--- src/rtl/load_store_unit.sv ---
// RV32I load/store unit: byte-addressed LB/LH/LW/LBU/LHU/SB/SH/SW onto a word memory.
// Optional build macro LSU_RANGE_CHECK_EN turns out-of-range word indices into errors instead of wrapping.
module load_store_unit #(
  parameter int XLEN      = 32,
  parameter int MEM_WORDS = 64
) (
  input  logic            clk_i,
  input  logic            rst_ni,
  input  logic            req_valid_i,
  output logic            req_ready_o,
  input  logic            req_we_i,
  input  logic [2:0]      req_funct3_i,
  input  logic [XLEN-1:0] req_addr_i,
  input  logic [XLEN-1:0] req_wdata_i,
  output logic            resp_valid_o,
  output logic [XLEN-1:0] resp_rdata_o,
  output logic            resp_err_o,
  output logic [XLEN-1:0] mem_addr_o,
  output logic            mem_we_o,
  output logic [XLEN-1:0] mem_wdata_o,
  input  logic [XLEN-1:0] mem_rdata_i
);

  localparam int AW = (MEM_WORDS > 1) ? $clog2(MEM_WORDS) : 1;
  localparam logic [2:0] F3_B  = 3'b000;
  localparam logic [2:0] F3_H  = 3'b001;
  localparam logic [2:0] F3_W  = 3'b010;
  localparam logic [2:0] F3_BU = 3'b100;
  localparam logic [2:0] F3_HU = 3'b101;

  typedef enum logic [1:0] {IDLE, ACCESS, MERGE, RESP} state_e;

  state_e          state_q, state_d;
  logic            we_q, we_d;
  logic [2:0]      f3_q, f3_d;
  logic [1:0]      lane_q, lane_d;
  logic [XLEN-1:0] wdata_q, wdata_d;
  logic [XLEN-1:0] mem_addr_q, mem_addr_d;
  logic            mem_we_q, mem_we_d;
  logic [XLEN-1:0] mem_wdata_q, mem_wdata_d;
  logic            resp_valid_q, resp_valid_d;
  logic [XLEN-1:0] resp_rdata_q, resp_rdata_d;
  logic            resp_err_q, resp_err_d;
  logic            misalign_s, illegal_s, range_s, req_err_s;

  // Pick the addressed byte/half out of a word and sign- or zero-extend it.
  function automatic logic [XLEN-1:0] load_extend(input logic [2:0] f3, input logic [1:0] lane,
                                                  input logic [XLEN-1:0] word);
    logic [7:0]  b;
    logic [15:0] h;
    case (lane)
      2'd0:    b = word[7:0];
      2'd1:    b = word[15:8];
      2'd2:    b = word[23:16];
      default: b = word[31:24];
    endcase
    h = lane[1] ? word[31:16] : word[15:0];
    case (f3)
      F3_B:    return {{(XLEN-8){b[7]}}, b};
      F3_H:    return {{(XLEN-16){h[15]}}, h};
      F3_BU:   return {{(XLEN-8){1'b0}}, b};
      F3_HU:   return {{(XLEN-16){1'b0}}, h};
      default: return word;
    endcase
  endfunction

  // Overlay the low byte/half of the store data onto the old memory word.
  function automatic logic [XLEN-1:0] store_merge(input logic [2:0] f3, input logic [1:0] lane,
                                                  input logic [XLEN-1:0] old_word,
                                                  input logic [XLEN-1:0] wdata);
    logic [XLEN-1:0] w;
    w = old_word;
    case (f3)
      F3_B: begin
        case (lane)
          2'd0:    w[7:0]   = wdata[7:0];
          2'd1:    w[15:8]  = wdata[7:0];
          2'd2:    w[23:16] = wdata[7:0];
          default: w[31:24] = wdata[7:0];
        endcase
      end
      F3_H: begin
        if (lane[1]) w[31:16] = wdata[15:0];
        else         w[15:0]  = wdata[15:0];
      end
      default: w = wdata;
    endcase
    return w;
  endfunction

  // Request legality: alignment, funct3 legality and word-index range.
  always_comb begin
    misalign_s = 1'b0;
    illegal_s  = 1'b0;
    case (req_funct3_i)
      F3_B:    misalign_s = 1'b0;
      F3_H:    misalign_s = req_addr_i[0];
      F3_W:    misalign_s = |req_addr_i[1:0];
      F3_BU:   illegal_s  = req_we_i;
      F3_HU: begin
        illegal_s  = req_we_i;
        misalign_s = req_addr_i[0];
      end
      default: illegal_s = 1'b1;
    endcase
  end

`ifdef LSU_RANGE_CHECK_EN
  localparam logic [XLEN-3:0] MEM_WORDS_W = (XLEN-2)'(MEM_WORDS);
  assign range_s = (req_addr_i[XLEN-1:2] >= MEM_WORDS_W);
`else
  // Upper index bits are dropped so the index wraps modulo the memory size.
  logic unused_addr_s;
  assign unused_addr_s = ^req_addr_i[XLEN-1:AW+2];
  assign range_s       = 1'b0;
`endif

  assign req_err_s = misalign_s | illegal_s | range_s;

  // Next-state and next-output logic.
  always_comb begin
    state_d      = state_q;
    we_d         = we_q;
    f3_d         = f3_q;
    lane_d       = lane_q;
    wdata_d      = wdata_q;
    mem_addr_d   = mem_addr_q;
    mem_we_d     = 1'b0;
    mem_wdata_d  = mem_wdata_q;
    resp_valid_d = 1'b0;
    resp_rdata_d = resp_rdata_q;
    resp_err_d   = resp_err_q;
    case (state_q)
      IDLE: begin
        if (req_valid_i) begin
          we_d    = req_we_i;
          f3_d    = req_funct3_i;
          lane_d  = req_addr_i[1:0];
          wdata_d = req_wdata_i;
          if (req_err_s) begin
            state_d      = RESP;
            resp_valid_d = 1'b1;
            resp_err_d   = 1'b1;
            resp_rdata_d = '0;
          end else begin
            state_d    = ACCESS;
            mem_addr_d = {{(XLEN-AW){1'b0}}, req_addr_i[AW+1:2]};
            // A full-word store writes during ACCESS, so its strobe is set up here.
            if (req_we_i && (req_funct3_i == F3_W)) begin
              mem_we_d    = 1'b1;
              mem_wdata_d = req_wdata_i;
            end else begin
              mem_we_d    = 1'b0;
            end
          end
        end else begin
          state_d = IDLE;
        end
      end
      ACCESS: begin
        if (!we_q) begin
          state_d      = RESP;
          resp_valid_d = 1'b1;
          resp_err_d   = 1'b0;
          resp_rdata_d = load_extend(f3_q, lane_q, mem_rdata_i);
        end else if (f3_q == F3_W) begin
          state_d      = RESP;
          resp_valid_d = 1'b1;
          resp_err_d   = 1'b0;
          resp_rdata_d = '0;
        end else begin
          state_d     = MERGE;
          mem_we_d    = 1'b1;
          mem_wdata_d = store_merge(f3_q, lane_q, mem_rdata_i, wdata_q);
        end
      end
      MERGE: begin
        state_d      = RESP;
        resp_valid_d = 1'b1;
        resp_err_d   = 1'b0;
        resp_rdata_d = '0;
      end
      RESP:    state_d = IDLE;
      default: state_d = IDLE;
    endcase
  end

  // FSM state register.
  always_ff @(posedge clk_i or negedge rst_ni) begin
    if (!rst_ni) state_q <= IDLE;
    else         state_q <= state_d;
  end

  // Request capture, memory-side and response registers.
  always_ff @(posedge clk_i or negedge rst_ni) begin
    if (!rst_ni) begin
      we_q         <= 1'b0;
      f3_q         <= 3'b000;
      lane_q       <= 2'b00;
      wdata_q      <= '0;
      mem_addr_q   <= '0;
      mem_we_q     <= 1'b0;
      mem_wdata_q  <= '0;
      resp_valid_q <= 1'b0;
      resp_rdata_q <= '0;
      resp_err_q   <= 1'b0;
    end else begin
      we_q         <= we_d;
      f3_q         <= f3_d;
      lane_q       <= lane_d;
      wdata_q      <= wdata_d;
      mem_addr_q   <= mem_addr_d;
      mem_we_q     <= mem_we_d;
      mem_wdata_q  <= mem_wdata_d;
      resp_valid_q <= resp_valid_d;
      resp_rdata_q <= resp_rdata_d;
      resp_err_q   <= resp_err_d;
    end
  end

  assign req_ready_o  = (state_q == IDLE);
  assign resp_valid_o = resp_valid_q;
  assign resp_rdata_o = resp_rdata_q;
  assign resp_err_o   = resp_err_q;
  assign mem_addr_o   = mem_addr_q;
  assign mem_we_o     = mem_we_q;
  assign mem_wdata_o  = mem_wdata_q;

endmodule
--- config.mk ---
export PLATFORM = sky130hd
export DESIGN_NAME = load_store_unit
export DESIGN_NICKNAME = d
export VERILOG_FILES = /design/src/rtl/load_store_unit.sv
export SDC_FILE = /design/constraint.sdc
export NUM_CORES = 1
export LEC_CHECK = 0
export ABC_CLOCK_PERIOD_IN_PS = 2280
export CAP_MARGIN = 25
export CORE_MARGIN = 5
export CORE_UTILIZATION = 40
export DETAILED_ROUTE_END_ITERATION = 16
export GPL_ROUTABILITY_DRIVEN = 0
export HOLD_SLACK_MARGIN = 0.06
export PLACE_DENSITY_LB_ADDON = 0.25
export REMOVE_ABC_BUFFERS = 1
export SYNTH_ARGS = -nofsm -noshare
export SYNTH_HDL_FRONTEND = slang
export SYNTH_SLANG_ARGS = --single-unit
--- constraint.sdc ---
create_clock -name clk_i -period 2.28 [get_ports clk_i]
set_clock_uncertainty 0.2 [all_clocks]
set_input_delay 0.342 -clock clk_i [delete_from_list [all_inputs] [get_ports clk_i]]
set_output_delay 0.342 -clock clk_i [all_outputs]
set_load 0.01 [all_outputs]
==> impl_metrics.ini, run 1 <==
[cells_and_area]
nets = 905
n_antenna_cell = 0
final_cell_mix = clkdlybuf4s50_1, dfrtp_1, mux2_2, a22o_1, buf_4
layout_commonest_cell = clkdlybuf4s50_1
postLayoutCellArea_sq_mm = 0.00898
layout-drive-gt1-share_pct = 17.0
syn2layout_area_growth_pct = 39.4
nFillCells = 1357
multiInputGateArea_sq_mm = 0.00318
seqCellArea_sq_mm = 0.00283

[cts]
root_buffer = clkbuf_16
clkSinkCount = 113
insertion_delay_ps = 410
ctsHtreeMaxLevel = 4
cts_max_path_buffers = 2
cts_tree = yes
clk_pin_slew_ps = 50
numCtsBuffers = 17

[min_path]
hold_path.class = in -> async

[global_route]
grt_pass1_wl_mm = 30.9
grt_max_degree = 45
use_met1_pct = 28.0
grt_overflow = 0
track_usage_pct = 21.3
busiest_layer = met2
gr-usage-met2_pct = 34.6
antenna_found_initial = 2
met3_usage_pct = 4.89
grt_pass1_vias = 5617

[detailed_routing]
wire_per_inst_um = 19.3
vias = 5651
dr.pass1.iters = 5
drt_iter0_markers = 472
drcViolationCount = 0
ant_nets = 0
viasPerCell = 5.50
wirelength_mm = 19.8

[power_and_ir_drop]
p_total_uw = 13700
sequentialPowerShare_pct = 27.4
switching_share_pct = 38.3
cellLeakagePower_uw = 0.00374
p_comb_share_pct = 51.4
p_int_uw = 8460
clkPwrFrac_pct = 21.2
power_density_mw_per_mm2 = 1530
vdd_drop_max_mv = 0.751
switching_power_uw = 5260

[setup_path]
path_class = in -> reg
worstPathMaxFanout = 32
crit_path_start_kind = primary input
endpoint_kind = flop
ff2ff_setup_slack_ps = 180
worstPathRequired_ps = 2410
critPathArrivalTime_ps = 2330
r2r-start = state_q[0]
r2r_end = wdata_q[16]
worstRegToRegCells = 7

[timing]
rsz0062_at_grt = false
setup_violations = 0
slew_violations = 0
tightestPinTransition_ps = 736
min_period_ps = 2200
period_share_pct = 96.5
max_freq_mhz = 454
slew-limit-headroom_pct = 50.8
hold_violations = 0
setup_tns_ps = 0
setup_ws_ps = 79.1

[floorplanning]
die_w_um = 137
start_util_pct = 40.7
die_y_um = 137
die_area_sq_mm = 0.0187
pin_count = 203
num_rows = 46
coreArea_sq_mm = 0.0158

[synthesis]
asyncSetResetFlopFracSynth_pct = 100
synth-simple-area-share_pct = 11.2
synth_top_family_by_area = compound AO/OA/AOI/OAI gates
syn_avg_cell_area_sq_um = 10.1
synth_xor_area_share_pct = 0
synthCells = 635
yosysSeqAreaShare_pct = 43.9
synth_edf_count = 0
yosys_warnings = 0
netlist_area_sq_mm = 0.00644
synth_cell_type_count = 53
synth_compound_area_share_pct = 23.2
yosys_most_used_dff = dfrtp_1
synth.area.mux_share_pct = 12.2
yosys.area_share.adder_pct = 0.777
synth_seq_cells = 113

[status]
status = completed

[placed_design]
place_ws_ps = -373
io_buffers = 152
dpl_cell_area_sq_mm = 0.00827
dpl.hpwl_mm = 14.8

[job]
drv_cap = 0
[power by group through the flow]
stage                     logic (uW)  registers, uW  clock network, uW
after floorplan                 3480           4010                  0
after CTS                       6990           3750               2960
after global placement          6750           3740                  0
after global routing            7620           3880               3040
final                           7050           3760               2900
after detailed placement        6910           3770                  0
[synthesized netlist by cell type (4+ instances only)]
cell type,n,area [sq um]
dfrtp_1,113,2830
mux2_2,48,541
a22o_1,39,342
a21oi_1,34,170
o21ai_0,34,170
buf_4,30,225
clkbuf_1,29,109
nand2_1,25,93.8
inv_1,24,90.1
nor2_1,23,86.3
mux2i_1,22,220
nor2b_1,20,125
nand2b_1,19,119
nor3_1,17,85.1
o211ai_1,17,128
a31oi_1,10,62.6
nand3_1,10,50.1
buf_2,9,45.0
o22ai_1,9,56.3
o2bb2ai_1,9,78.8
a211o_1,8,70.1
a221oi_1,8,70.1
a32o_1,8,80.1
and3_1,8,50.1
o221ai_1,8,70.1
o2111ai_1,7,61.3
buf_1,6,22.5
buf_6,6,67.6
ha_1,4,50.1
[kinds of logic after synthesis]
group / Yosys count
other cells: 1
compound gates: 204
flops: 113
buf+inv: 105
fa+ha+maj: 4
mux: 71
simple gates: 137
[registers in the layout (all words and copies together), names as in the netlist]
register,flops
mem_wdata_o,32
resp_rdata_o,32
wdata_q,32
mem_addr_o,6
f3_q,3
lane_q,2
state_q,2
mem_we_o,1
resp_err_o,1
resp_valid_o,1
we_q,1
[worst max-delay path, stage by stage]
cell	delay, ps
clkdlybuf4s50_1	450
or4_4	570
a41oi_4	290
nand2b_1	220
buf_12	210
mux2i_1	220
[repair_timing]
item / in CTS / in global routing
gates resized for setup: 4 / 7
hold buffers: 1 / 0
setup endpoints to repair: 5 / 24
buffers inserted: 1 / 0
hold endpoints to repair: 51 / 0
[worst max-delay path by stage]
stage | start | to | slack (ps) | cells past startpoint
2_1_floorplan | state_q[1] | resp_rdata_o[22] | -930 | 6
3_5_place_dp | req_funct3_i[0] | mem_wdata_o[12] | -370 | 7
6_report | req_funct3_i[0] | resp_rdata_o[4] | 80 | 6
4_1_cts | state_q[0] | resp_rdata_o[20] | 30 | 6
3_3_place_gp | req_funct3_i[0] | mem_wdata_o[5] | -310 | 7
5_1_grt | req_funct3_i[0] | resp_rdata_o[4] | 30 | 6
[per-layer routing]
metal / up-vias / wire length, um
li1: 2639 / -
met4: 4 / 488
met5: - / 27
met1: 2740 / 8390
met2: 232 / 9470
met3: 36 / 1470
[metrics by stage]
stage,hold WS [ps],std cells,utilization [%]
6_report,222,1027,56.7
5_1_grt,256,1027,56.7
4_1_cts,221,1027,56.5
3_5_place_dp,119,993,52.3
3_3_place_gp,111,993,52.3
2_1_floorplan,-154,580,-
[area by class of cell]
| class | instances | share of cell area, % |
|---|---|---|
| Multi-Input combinational cell | 442 | 35.4 |
| Sequential cell | 113 | 31.5 |
| Timing Repair Buffer | 199 | 21.8 |
| Clock buffer | 22 | 5.17 |
| Tap cell | 216 | 3.01 |
| Clock inverter | 10 | 2.02 |
| Inverter | 25 | 1.05 |
No activity file was read; power rests on OpenSTA's default activity.
==> run 2, diff against run 1 <==
--- a/config.mk
+++ b/config.mk
@@ -9,6 +9,7 @@
 export CAP_MARGIN = 25
 export CORE_MARGIN = 5
 export CORE_UTILIZATION = 40
+export CTS_BUF_LIST = sky130_fd_sc_hd__clkbuf_4
 export DETAILED_ROUTE_END_ITERATION = 16
 export GPL_ROUTABILITY_DRIVEN = 0
 export HOLD_SLACK_MARGIN = 0.06
==> impl_metrics.ini, run 2 (synthesis gave the netlist of run 1 again) <==
[status]
status = completed

[detailed_routing]
wire_per_inst_um = 19.3
viasPerCell = 5.47
wirelength_mm = 19.9
dr.pass1.iters = 6
drcViolationCount = 0
ant_nets = 0
vias = 5640
drt_iter0_markers = 464

[global_route]
grt_pass1_vias = 5633
grt_max_degree = 45
grt_overflow = 0
track_usage_pct = 21.4
grt_pass1_wl_mm = 31.0
antenna_found_initial = 3

[setup_path]
r2r-start = f3_q[2]
worstPathMaxFanout = 15
critical-path-slowest-cell = or3b_1
critical-path-max-stage-delay_ps = 520
crit_chain = or3b_1, a21oi_4, buf_12, nor2_1, buf_4, a31oi_1
r2r_end = mem_wdata_o[16]
worstPathRequired_ps = 2540
ff2ff_setup_slack_ps = 120
critPathArrivalTime_ps = 2430
crit_path_start_kind = flop
path_class = reg -> reg
endpoint_kind = flop
worstRegToRegCells = 6

[cts]
numCtsBuffers = 17
clk_pin_slew_ps = 110
cts_max_path_buffers = 2
insertion_delay_ps = 550
cts_tree = yes
clkSinkCount = 113
ctsHtreeMaxLevel = 4
root_buffer = clkbuf_4

[floorplanning]
die_y_um = 137
num_rows = 46
die_w_um = 137
pin_count = 203
start_util_pct = 40.7
die_area_sq_mm = 0.0187
coreArea_sq_mm = 0.0158

[power_and_ir_drop]
cellLeakagePower_uw = 0.00363
power_density_mw_per_mm2 = 1440
vdd_drop_max_mv = 0.579
p_total_uw = 12600

[timing]
tightestPinTransition_ps = 717
max_freq_mhz = 462
period_share_pct = 94.9
hold_violations = 0
rsz0062_at_grt = false
min_period_ps = 2160
slew_violations = 0
setup_ws_ps = 116
setup_violations = 0
slew-limit-headroom_pct = 52.1

[placed_design]
place_inst = 993
io_buffers = 152
dpl.hpwl_mm = 14.8
place_ws_ps = -373

[cells_and_area]
layout_commonest_cell = clkdlybuf4s50_1
syn2layout_area_growth_pct = 35.0
nets = 909
final_cell_mix = clkdlybuf4s50_1, dfrtp_1, mux2_2, a22o_1, buf_4
utilization_pct = 54.9
fin_cells = 1032
nFillCells = 1403
layout-drive-gt1-share_pct = 17.1

[job]
drv_cap = 0

[min_path]
hold_path.class = in -> async
-- run 2: power breakdown --
part / internal [uW] / switching [uW] / total, uW
Combinational: 3460 / 3560 / 7020
Sequential: 2990 / 760 / 3750
Clock: 1010 / 788 / 1790
-- run 2: worst max-delay path by stage --
stage / startpoint / endpoint / slack [ps] / cells after the start
floorplan: state_q[1] / resp_rdata_o[22] / -930 / 6
global placement: req_funct3_i[0] / mem_wdata_o[5] / -310 / 7
detailed placement: req_funct3_i[0] / mem_wdata_o[12] / -370 / 7
CTS: state_q[0] / req_ready_o / 40 / 4
global route: state_q[0] / mem_wdata_o[1] / 20 / 8
finish: f3_q[2] / mem_wdata_o[16] / 120 / 6
-- run 2: cell type report --
| type | instances | area, sq um | share of cell area (%) |
|---|---|---|---|
| diodes | 1 | 2.50 | 0.0288 |
| clock buffers | 20 | 150 | 1.73 |
| clock inverters | 12 | 189 | 2.17 |
| inverters | 25 | 93.8 | 1.08 |
| multi-input cells | 442 | 3160 | 36.4 |
| flip-flops and latches | 113 | 2830 | 32.5 |
| well taps | 216 | 270 | 3.11 |
| repair buffers | 203 | 2000 | 23.0 |
-- run 2: worst max-delay path, delay by kind of cell (launching register included) --
kind	cells	cell delay (ps)
buf+inv	2	340
flops	1	500
simple gates	2	570
compound gates	2	470
-- run 2: layer usage --
layer	vias up	wire length, um	GRT usage (%)
li1	2645	-	-
met1	2694	8410	28.1
met2	254	9440	34.8
met3	43	1570	5.11
met4	4	477	7.59
met5	-	27	0
-- run 2: what timing repair did --
item,4_1_cts,5_1_grt
buffers inserted,1,1
gates resized for setup,5,4
endpoints found under the setup margin,21,2
hold buffers,3,0
endpoints found under the hold margin,113,0
-- run 2: per-stage QoR --
step | hold WS [ps] | instance area, sq um | TNS (ps)
detailed placement | 119 | 8270 | -19020
global route | 108 | 8690 | 0
CTS | 115 | 8670 | 0
floorplan | -154 | 6070 | -56670
finish | 132 | 8690 | 0
global placement | 111 | 8270 | -16270
